**config.mk**
```make
export PLATFORM = sky130hd
export DESIGN_NAME = bcd_tick_counter
export DESIGN_NICKNAME = d
export VERILOG_FILES = /design/src/rtl/bcd_counter_pkg.sv /design/src/rtl/bcd_digit.sv /design/src/rtl/bcd_tick_counter.sv
export SDC_FILE = /design/constraint.sdc
export NUM_CORES = 1
export LEC_CHECK = 0
export BUFFER_PORTS_ARGS = -buffer_cell sky130_fd_sc_hd__buf_2
export CORE_ASPECT_RATIO = 0.8
export CORE_MARGIN = 4
export CORE_UTILIZATION = 56
export CTS_BUF_LIST = sky130_fd_sc_hd__clkbuf_8
export DETAILED_ROUTE_END_ITERATION = 7
export HOLD_SLACK_MARGIN = 0.03
export PLACE_DENSITY = 0.78
export SYNTH_ARGS = -nofsm -noshare
export SYNTH_HDL_FRONTEND = slang
export SYNTH_SLANG_ARGS = --single-unit
```
**constraint.sdc**
```tcl
create_clock -name clk -period 4.8 [get_ports clk]
set_input_delay 0.48 -clock clk [delete_from_list [all_inputs] [get_ports clk]]
set_output_delay 0.48 -clock clk [all_outputs]
set_load 0.01 [all_outputs]
```
**src/rtl/bcd_counter_pkg.sv**
```systemverilog
// Shared constants and helpers for the prescaled BCD tick counter.
// Optional down counting is enabled by BCD_TICK_COUNTER_DOWN_EN.
package bcd_counter_pkg;

  localparam int BCD_W = 4;
  localparam logic [BCD_W-1:0] BCD_MAX  = 4'd9;
  localparam logic [BCD_W-1:0] BCD_ZERO = 4'd0;

  // Width needed to hold 0..value-1, never less than one bit.
  function automatic int clog2(input int unsigned value);
    int w;
    w = 1;
    for (int i = 1; i < 32; i++) begin
      if ((longint'(1) << i) < longint'(value)) w = i + 1;
    end
    return w;
  endfunction

  // Any value of 9 or above steps to 0 so stray codes self-heal.
  function automatic logic [BCD_W-1:0] bcd_inc(input logic [BCD_W-1:0] d);
    return (d >= BCD_MAX) ? BCD_ZERO : d + 4'd1;
  endfunction

  function automatic logic [BCD_W-1:0] bcd_dec(input logic [BCD_W-1:0] d);
    return (d == BCD_ZERO) ? BCD_MAX : d - 4'd1;
  endfunction

endpackage

```
**src/rtl/bcd_digit.sv**
```systemverilog
// One BCD decade cell: steps on inc, flags its terminal value on c_out.
// Down counting (dn port) exists only with BCD_TICK_COUNTER_DOWN_EN.
module bcd_digit
  import bcd_counter_pkg::*;
(
  input  logic             clk,
  input  logic             rst,
  input  logic             clr,
  input  logic             inc,
`ifdef BCD_TICK_COUNTER_DOWN_EN
  input  logic             dn,
`endif
  output logic [BCD_W-1:0] digit,
  output logic             c_out
);

  logic [BCD_W-1:0] digit_q;
  logic [BCD_W-1:0] digit_d;

  always_comb begin
    digit_d = digit_q;
`ifdef BCD_TICK_COUNTER_DOWN_EN
    c_out = dn ? (digit_q == BCD_ZERO) : (digit_q >= BCD_MAX);
    if (clr) begin
      digit_d = BCD_ZERO;
    end else if (inc) begin
      digit_d = dn ? bcd_dec(digit_q) : bcd_inc(digit_q);
    end
`else
    c_out = (digit_q >= BCD_MAX);
    if (clr) begin
      digit_d = BCD_ZERO;
    end else if (inc) begin
      digit_d = bcd_inc(digit_q);
    end
`endif
  end

  always_ff @(posedge clk or negedge rst) begin
    if (!rst) begin
      digit_q <= BCD_ZERO;
    end else begin
      digit_q <= digit_d;
    end
  end

  assign digit = digit_q;

endmodule

```
**src/rtl/bcd_tick_counter.sv**
```systemverilog
// Enabled prescaler feeding a DIGITS-decade BCD counter with tick/carry pulses.
// Define BCD_TICK_COUNTER_DOWN_EN to add the up_dn direction input.
module bcd_tick_counter
  import bcd_counter_pkg::*;
#(
  parameter int DIV    = 1000,
  parameter int DIGITS = 4
) (
  input  logic                    clk,
  input  logic                    rst,
  input  logic                    en,
  input  logic                    clr,
`ifdef BCD_TICK_COUNTER_DOWN_EN
  input  logic                    up_dn,
`endif
  output logic [BCD_W*DIGITS-1:0] bcd,
  output logic                    tick,
  output logic                    carry
);

  localparam int PS_W = clog2(DIV);
  localparam logic [PS_W-1:0] PS_LAST = PS_W'(DIV - 1);

  logic [PS_W-1:0]   ps_q;
  logic [PS_W-1:0]   ps_d;
  logic              tick_q;
  logic              tick_d;
  logic              carry_q;
  logic              carry_d;
  logic              wrap_evt;
  logic [DIGITS:0]   chain;
  logic [DIGITS-1:0] c_out;

`ifdef BCD_TICK_COUNTER_DOWN_EN
  logic dn;
  assign dn = ~up_dn;
`endif

  assign wrap_evt = en && (ps_q == PS_LAST);

  // chain[k] is the increment strobe for decade k; chain[DIGITS] means full wrap.
  assign chain[0] = wrap_evt;

  for (genvar gi = 0; gi < DIGITS; gi++) begin : g_digit
    bcd_digit u_digit (
      .clk   (clk),
      .rst   (rst),
      .clr   (clr),
      .inc   (chain[gi]),
`ifdef BCD_TICK_COUNTER_DOWN_EN
      .dn    (dn),
`endif
      .digit (bcd[gi*BCD_W +: BCD_W]),
      .c_out (c_out[gi])
    );
    assign chain[gi+1] = chain[gi] & c_out[gi];
  end

  always_comb begin
    ps_d    = ps_q;
    tick_d  = 1'b0;
    carry_d = 1'b0;
    if (clr) begin
      ps_d = '0;
    end else if (wrap_evt) begin
      ps_d    = '0;
      tick_d  = 1'b1;
      carry_d = chain[DIGITS];
    end else if (en) begin
      ps_d = ps_q + 1'b1;
    end
  end

  always_ff @(posedge clk or negedge rst) begin
    if (!rst) begin
      ps_q    <= '0;
      tick_q  <= 1'b0;
      carry_q <= 1'b0;
    end else begin
      ps_q    <= ps_d;
      tick_q  <= tick_d;
      carry_q <= carry_d;
    end
  end

  assign tick  = tick_q;
  assign carry = carry_q;

endmodule

```
==> results.cfg, run 1 <==
[yosys]
syn_area_per_cell_um2 = 9.74
synth_top_area_frac = 0.414
synth_area_leaders = dfrtp_1 (41%), ha_1 (9.6%), inv_1 (3.5%)
synthMostInstantiatedCell = dfrtp_1
ys_seq_area_frac = 0.414
synthArstFlopShare = 1.00
synth_area_leader_cell = dfrtp_1
synth_seq_cells = 28
synth_fa_ha_area_frac = 0.0960
syn-num-nets = 191
yosys.area_share.simple = 0.217
synthTopCellsByCount = dfrtp_1 (28), inv_1 (16), ha_1 (13), nor2_1 (13), a21oi_1 (10)
synth_xor_xnor_area_share = 0.0465
yosys_warnings = 0
synth_edf_count = 0
synth_cells = 174
yosysUniqueCellTypes = 41
synth_top_family_by_area = simple AND/OR/NAND/NOR gates
synth_compound_area_frac = 0.157
ys.flop_type = dfrtp_1
syn-cell-area_um2 = 1690
synth_mux_area_frac = 0

[grt]
grt-ovfl-total = 0
grt_max_degree = 29
first_global_vias = 1380
antenna_found_initial = 0
grt_use_total = 0.190
grt_pass1_wl_mm = 6.25

[sta]
holdWs_ns = 0.213
fin_setup_tns_ns = 0
skew_ns = 0.00457
setup_viol = 0
fmax_ghz = 0.401
period_share = 0.520
slew_viol_final = 0
rsz0062_at_grt = false
slew_headroom = 0.130
hold_violations = 0
min_period_ns = 2.50
tightest_slew_ns = 1.29

[critical_path]
crit_path_cell_trace = ha_1, nand3b_1, nor3_1, o2111ai_1, a32o_1
crit_fanout = 12
cp.required_ns = 4.96
worst_path_max_delay_cell = nor3_1
r2r_start = ps_q[0]
critical_path_buf_inv_count = 0
critPathCaptureType = register
crit_family = simple AND/OR/NAND/NOR gates
slowest_delay_ns = 1.05
reg2reg_slack_ns = 2.30
start_kind = register
worst_r2r_endpoint = g_digit[3].u_digit.digit[2]
path_class = register to register
rr_worst_depth = 5
crit_arrival_ns = 2.66

[clocking]
cts_tree = built
cts_setup_buffers = 0
cts_resized = 0
cts_hold_buf = 0
cts-root-buf = clkbuf_8
cts.sinks = 28
cts_inserted_buffers = 3
htree_levels = 1
cts_buffer_depth = 2
clk_pin_slew_ns = 0.09
clkLatencyLatePin_ns = 0.27

[layout]
final_area_um2 = 1840
syn_to_final_growth_pct = 8.86
drive_gt1_frac = 0.178
antenna_cells = 0
instances_no_fill = 229
finalNetCount = 209

[routing]
first_pass_iters = 4
dr.first_iter.drc_count = 125
drc = 0
vias_per_cell = 6.06
dr_total_vias = 1387
wl_per_cell_um = 15.3
routed_wl_mm = 3.50
drtAntennaViolNets = 0

[die]
ios = 22
rows = 17
dieArea_um2 = 3970
die_h_um = 57.2
coreArea_um2 = 2830
start_util = 0.599
die_x_um = 69.5

[pwr]
p_seq_frac = 0.602
p_leak_nw = 0.796
peakVddDrop_v = 0.000212
power_density_nw_per_um2 = 216
comb_power_share = 0.041
clkPwrFrac = 0.358
internal_power_uw = 314
p_sw_uw = 83.3
p_sw_frac = 0.210

[placement]
dp_hpwl_mm = 2.51
placed_cells = 225
gp_congestion = 0.930
place_area_um2 = 1790
portBuffers = 21

[outcome]
outcome = complete, no violations

[flow_run]
drv_cap = 0

[worst_hold_path]
min_path_type = input port to asynchronous set/reset pin
-- cell type report --
type,instances,area (um^2)
fill,238,985
sequential,28,701
inverter,16,60.1
timing repair buffer,21,105
multi-input combinational,122,876
clock buffer,4,55.1
tap,38,47.5
-- stage by stage --
step                utilization  setup slack (ns)  power [mW]
floorplan                     -              2.94       0.254
global route              0.652              2.07       0.416
finish                    0.652              2.30       0.398
detailed placement        0.632              2.36       0.261
global placement          0.632              2.48       0.259
CTS                       0.652              2.36       0.402
-- state kept, by name, indices dropped and copies added, names as in the netlist --
signal and cells:
g_digit.u_digit.digit 16, carry 1, tick 1, ps_q 10
-- per-layer routing --
layer  up-vias  part of all wire  routed length, um  track usage
met5         -                 0                  0            0
met4         0            0.0077                 27       0.0362
met3         4             0.053                184       0.0475
met2        41              0.47               1640        0.319
met1       669              0.47               1650        0.252
li1        673                 -                  -            -
-- cells by family (layout without fill, tap and decap cells) --
group | after synthesis | in the layout
simple gates | 61 | 61
compound gates | 39 | 39
flops | 28 | 28
buf+inv | 24 | 41
fa+ha+maj | 13 | 13
xor+xnor | 9 | 9
-- worst max path at each step --
stage,start,to,slack [ns],cells past startpoint
4_1_cts,ps_q[0],g_digit[3].u_digit.digit[2],2.36,5
3_5_place_dp,ps_q[0],g_digit[3].u_digit.digit[2],2.36,5
2_1_floorplan,g_digit[0].u_digit.digit[0],g_digit[2].u_digit.digit[3],2.94,7
6_report,ps_q[0],g_digit[3].u_digit.digit[2],2.30,5
3_3_place_gp,en,g_digit[3].u_digit.digit[2],2.48,5
5_1_grt,ps_q[0],g_digit[3].u_digit.digit[3],2.07,5
-- power by group through the flow --
| stage | Combinational, mW | Sequential (mW) | Clock [mW] |
|---|---|---|---|
| after global placement | 0.0158 | 0.244 | 0 |
| after detailed placement | 0.0167 | 0.244 | 0 |
| after CTS | 0.0167 | 0.239 | 0.146 |
| final | 0.0162 | 0.239 | 0.142 |
| after floorplan | 0.0102 | 0.244 | 0 |
| after global routing | 0.0188 | 0.240 | 0.158 |
-- cells in the final DEF, fill, tap and decap left out, drive strengths merged, types with 3 or more instances in the layout --
master / instances
ha: 13
nor4: 4
a21oi: 10
o21ai: 6
or3b: 4
inv: 16
nand4: 10
o2111ai: 4
clkbuf: 4
buf: 21
nor2: 13
nor3: 8
nand3: 4
dfrtp: 28
o31ai: 5
xnor2: 6
nand2: 6
xor2: 3
a41oi: 3
Power figures use the tool's default switching activity.
==> inputs of run 2 (changes only) <==
- clock period: 4.8 -> 2.35 ns (I/O delays scaled with it)
==> run 2 against run 1 <==
Compared with the run above:
- critical path type unchanged
- cell count up 1.3%
- global-route usage up 0.12 points
- critical endpoint unchanged
- worst setup slack worse by 2.1 ns
- utilization up 0.88 points
- largest cell class unchanged
- wire length up 2.6%
==> results.cfg, run 2 (synthesized netlist as in run 1, its figures left out) <==
[layout]
finalNetCount = 212
multi_input_area_um2 = 876
instances_no_fill = 232
layout_common_cells = dfrtp_1 (28), buf_2 (21), inv_1 (16), nor2_1 (13), ha_1 (13)
seq_area_um2 = 701
largest_reg_flops = 16
final_common_cell = dfrtp_1
fillers = 243
syn_to_final_growth_pct = 10.3
antenna_cells = 0
drive_gt1_frac = 0.186

[flow_run]
drv_cap = 0

[clocking]
cts_inserted_buffers = 3
cts_resized = 0
cts.sinks = 28
cts_setup_buffers = 0
cts_tree = built
clk_pin_slew_ns = 0.09
htree_levels = 1
cts_buffer_depth = 2
clkLatencyLatePin_ns = 0.27
cts-root-buf = clkbuf_8

[placement]
gp_congestion = 0.908
post-place-ws_ns = 0.217
dp_hpwl_mm = 2.60
placed_cells = 227
portBuffers = 21

[critical_path]
crit_arrival_ns = 2.30
path_class = register to register
crit_fanout = 6
start_kind = register
critPathCaptureType = register
cp.required_ns = 2.52

[grt]
antenna_found_initial = 0
grt-ovfl-total = 0
grt_use_total = 0.191
first_global_vias = 1339
grt_pass1_wl_mm = 6.20
grt_max_degree = 29

[worst_hold_path]
min_path_type = input port to register

[routing]
vias_per_cell = 6.05
dr.first_iter.drc_count = 146
drtAntennaViolNets = 0
dr_total_vias = 1403
routed_wl_mm = 3.59
wl_per_cell_um = 15.5
first_pass_iters = 4
drc = 0

[die]
die_h_um = 57.2
start_util = 0.599
rows = 17
die_x_um = 69.5
dieArea_um2 = 3970
ios = 22
coreArea_um2 = 2830

[sta]
rsz0062_at_grt = false
skew_ns = 0.00705
fmax_ghz = 0.468
holdWs_ns = 0.284
fin_ws_ns = 0.213
hold_violations = 0
min_period_ns = 2.14
setup_viol = 0
fin_setup_tns_ns = 0
slew_headroom = 0.528
slew_viol_final = 0
tightest_slew_ns = 0.702
period_share = 0.909

[outcome]
outcome = complete, no violations

[pwr]
peakVddDrop_v = 0.000424
power_density_nw_per_um2 = 436
p_leak_nw = 0.811
-- run 2: cell count changes in the layout (fill, tap and decap cells not counted), sizes merged --
cell         change
dlygate4sd3      +1
buf              +2
-- run 2: power by group --
group | switching (mW) | internal [mW]
combinational | 0.0250 | 0.00841
clock | 0.143 | 0.150
sequential | 0.00385 | 0.485
total | 0.172 | 0.643
-- run 2: routing by layer --
metal	up-vias	global-route usage	part of all wire
met4	0	0.0334	0.0075
met3	5	0.0511	0.066
met1	675	0.257	0.46
li1	678	-	-
met2	45	0.315	0.46
met5	-	0	0
-- run 2: area by class of cell --
class                      count  share of cell area
multi-input combinational    122               0.469
tap                           38              0.0254
timing repair buffer          24              0.0696
sequential                    28               0.375
inverter                      16              0.0321
clock buffer                   4              0.0295
-- run 2: path summary, 6_finish.rpt --
kind                                             start                     endpoint  slack (ns)  cells after the start
min                                                 en                      ps_q[1]        0.28                      2
max in group asynchronous                          rst  g_digit[0].u_digit.digit[2]        1.45                      2
min in group asynchronous                          rst                      ps_q[6]        0.50                      2
max reg2reg                g_digit[2].u_digit.digit[0]  g_digit[3].u_digit.digit[2]        0.21                      6
min reg2reg                g_digit[0].u_digit.digit[3]  g_digit[0].u_digit.digit[3]        0.53                      1
max                        g_digit[2].u_digit.digit[0]  g_digit[3].u_digit.digit[2]        0.21                      6
-- run 2: timing repair --
action	CTS	global route
setup endpoints to repair	0	0
endpoints found under the hold margin	28	0
hold buffers	1	0
-- run 2: per-stage QoR --
step	util	instance area (um^2)	power [mW]
detailed placement	0.638	1800	0.532
CTS	0.661	1870	0.830
global route	0.661	1870	0.861
global placement	0.638	1800	0.530
floorplan	-	1690	0.518
finish	0.661	1870	0.815
-- run 2: worst max-delay path, stage by stage, from the launching register on --
cell and delay, ns:
dfrtp_1 0.45, inv_1 0.09, ha_1 0.21, nor3b_1 0.16, nor4_1 0.60, o2111ai_1 0.20, a32o_1 0.31
==> inputs of run 3 (changes only) <==
- ABC_CLOCK_PERIOD_IN_PS: not set -> 2170
- clock period: 2.35 -> 2.17 ns (I/O delays scaled with it)
==> run 3 against run 2 <==
Compared with the run above:
- sequential power grew 8.2%
- cell count up 0.86%
- combinational power up 8.7%
- power grew 9.4%
- sequential cell count unchanged
- worst setup slack improved by 0.0049 ns
- count of clock-buffer cells in the layout unchanged
- fmax up 9.5%
- design area rose by 1.1%
- clock power is 11% higher
- non-clock buffer count grew 2
- sequential share of layout area down 0.42 points
- critical path type unchanged
==> results.cfg, run 3 (synthesized netlist as in run 1, its figures left out) <==
[outcome]
outcome = complete, no violations

[clocking]
cts-root-buf = clkbuf_8
cts_inserted_buffers = 3
cts.sinks = 28
htree_levels = 1
clkLatencyLatePin_ns = 0.28
clk_pin_slew_ns = 0.09
cts_buffer_depth = 2
cts_tree = built
cts_setup_buffers = 0

[placement]
gp_congestion = 0.854
portBuffers = 21
dp_hpwl_mm = 2.65
post-place-ws_ns = 0.187

[die]
start_util = 0.599
die_h_um = 57.2
dieArea_um2 = 3970
rows = 17
ios = 22
coreArea_um2 = 2830
die_x_um = 69.5

[pwr]
peakVddDrop_v = 0.000467
total_power_uw = 892
p_leak_nw = 0.819
power_density_nw_per_um2 = 472

[sta]
slew_viol_final = 0
period_share = 0.899
fmax_ghz = 0.512
fin_ws_ns = 0.218
tightest_slew_ns = 0.612
hold_violations = 0
skew_ns = 0.0131
rsz0062_at_grt = false
setup_viol = 0
fin_setup_tns_ns = 0
slew_headroom = 0.592
min_period_ns = 1.95

[critical_path]
crit_arrival_ns = 2.14
cp.required_ns = 2.36
start_kind = register
crit_fanout = 8
critPathCaptureType = register
path_class = register to register

[routing]
dr.first_iter.drc_count = 109
wl_per_cell_um = 16.0
dr_total_vias = 1429
vias_per_cell = 6.11
routed_wl_mm = 3.75
drtAntennaViolNets = 0
drc = 0
first_pass_iters = 4

[layout]
layout_common_cells = dfrtp_1 (28), buf_2 (21), inv_1 (16), nor2_1 (13), ha_1 (13)
multi_input_area_um2 = 882
largest_reg_flops = 16
syn_to_final_growth_pct = 11.6
finalNetCount = 214
drive_gt1_frac = 0.199
final_common_cell = dfrtp_1
seq_area_um2 = 701
fillers = 237
antenna_cells = 0

[grt]
grt_max_degree = 29
first_global_vias = 1378
grt_pass1_wl_mm = 6.43
grt-ovfl-total = 0
antenna_found_initial = 0
grt_use_total = 0.200

[worst_hold_path]
min_path_type = input port to register

[flow_run]
drv_cap = 0
[run 3: cell count changes in the layout (fill, tap and decap cells not counted), sizes merged]
cell / before / now
buf: 23 / 25
[run 3: path summary, 6_finish.rpt]
check,start,endpoint,slack [ns],depth (start not counted)
worst max register to register,g_digit[0].u_digit.digit[0],g_digit[1].u_digit.digit[2],0.22,7
worst min register to register,ps_q[8],ps_q[8],0.58,2
worst min-delay path,en,ps_q[1],0.25,2
min in group asynchronous,rst,carry,0.47,2
worst max-delay path,g_digit[0].u_digit.digit[0],g_digit[1].u_digit.digit[2],0.22,7
max in group asynchronous,rst,ps_q[1],1.29,2
[run 3: routing by layer]
metal | routed length [um] | GRT usage | vias to the layer above
met5 | 0 | 0 | -
li1 | - | - | 681
met1 | 1760 | 0.272 | 695
met4 | 12 | 0.0390 | 0
met2 | 1750 | 0.330 | 51
met3 | 226 | 0.0493 | 2
[run 3: power by group]
| part | internal (mW) | leakage [nW] | switching (mW) | total (mW) |
|---|---|---|---|---|
| Combinational | 0.00889 | 0.401 | 0.0274 | 0.0363 |
| Clock | 0.163 | 0.0288 | 0.164 | 0.326 |
| Sequential | 0.525 | 0.390 | 0.00395 | 0.529 |
[run 3: layout make-up]
class,count,share of cell area
inverter,16,0.0318
tap,38,0.0251
timing repair buffer,26,0.0768
sequential,28,0.371
clock buffer,4,0.0291
multi-input combinational,122,0.467
[run 3: metrics by stage]
stage / instance area (um^2) / hold WS [ns] / utilization / instances
floorplan: 1690 / -0.0786 / - / 174
global placement: 1820 / 0.260 / 0.643 / 229
detailed placement: 1820 / 0.277 / 0.643 / 229
CTS: 1880 / 0.244 / 0.666 / 234
global route: 1890 / 0.248 / 0.668 / 234
finish: 1890 / 0.254 / 0.668 / 234
[run 3: timing repair]
action	4_1_cts	5_1_grt
resized for setup	0	1
setup endpoints to repair	0	1
hold buffers	1	0
hold endpoints to repair	28	0
[run 3: critical path: stages, from the launching register on]
cell and delay (ns):
dfrtp_1 0.44, inv_1 0.12, ha_1 0.14, or3b_2 0.46
nand2_1 0.28, buf_4 0.19, o31ai_1 0.07, a21oi_1 0.16
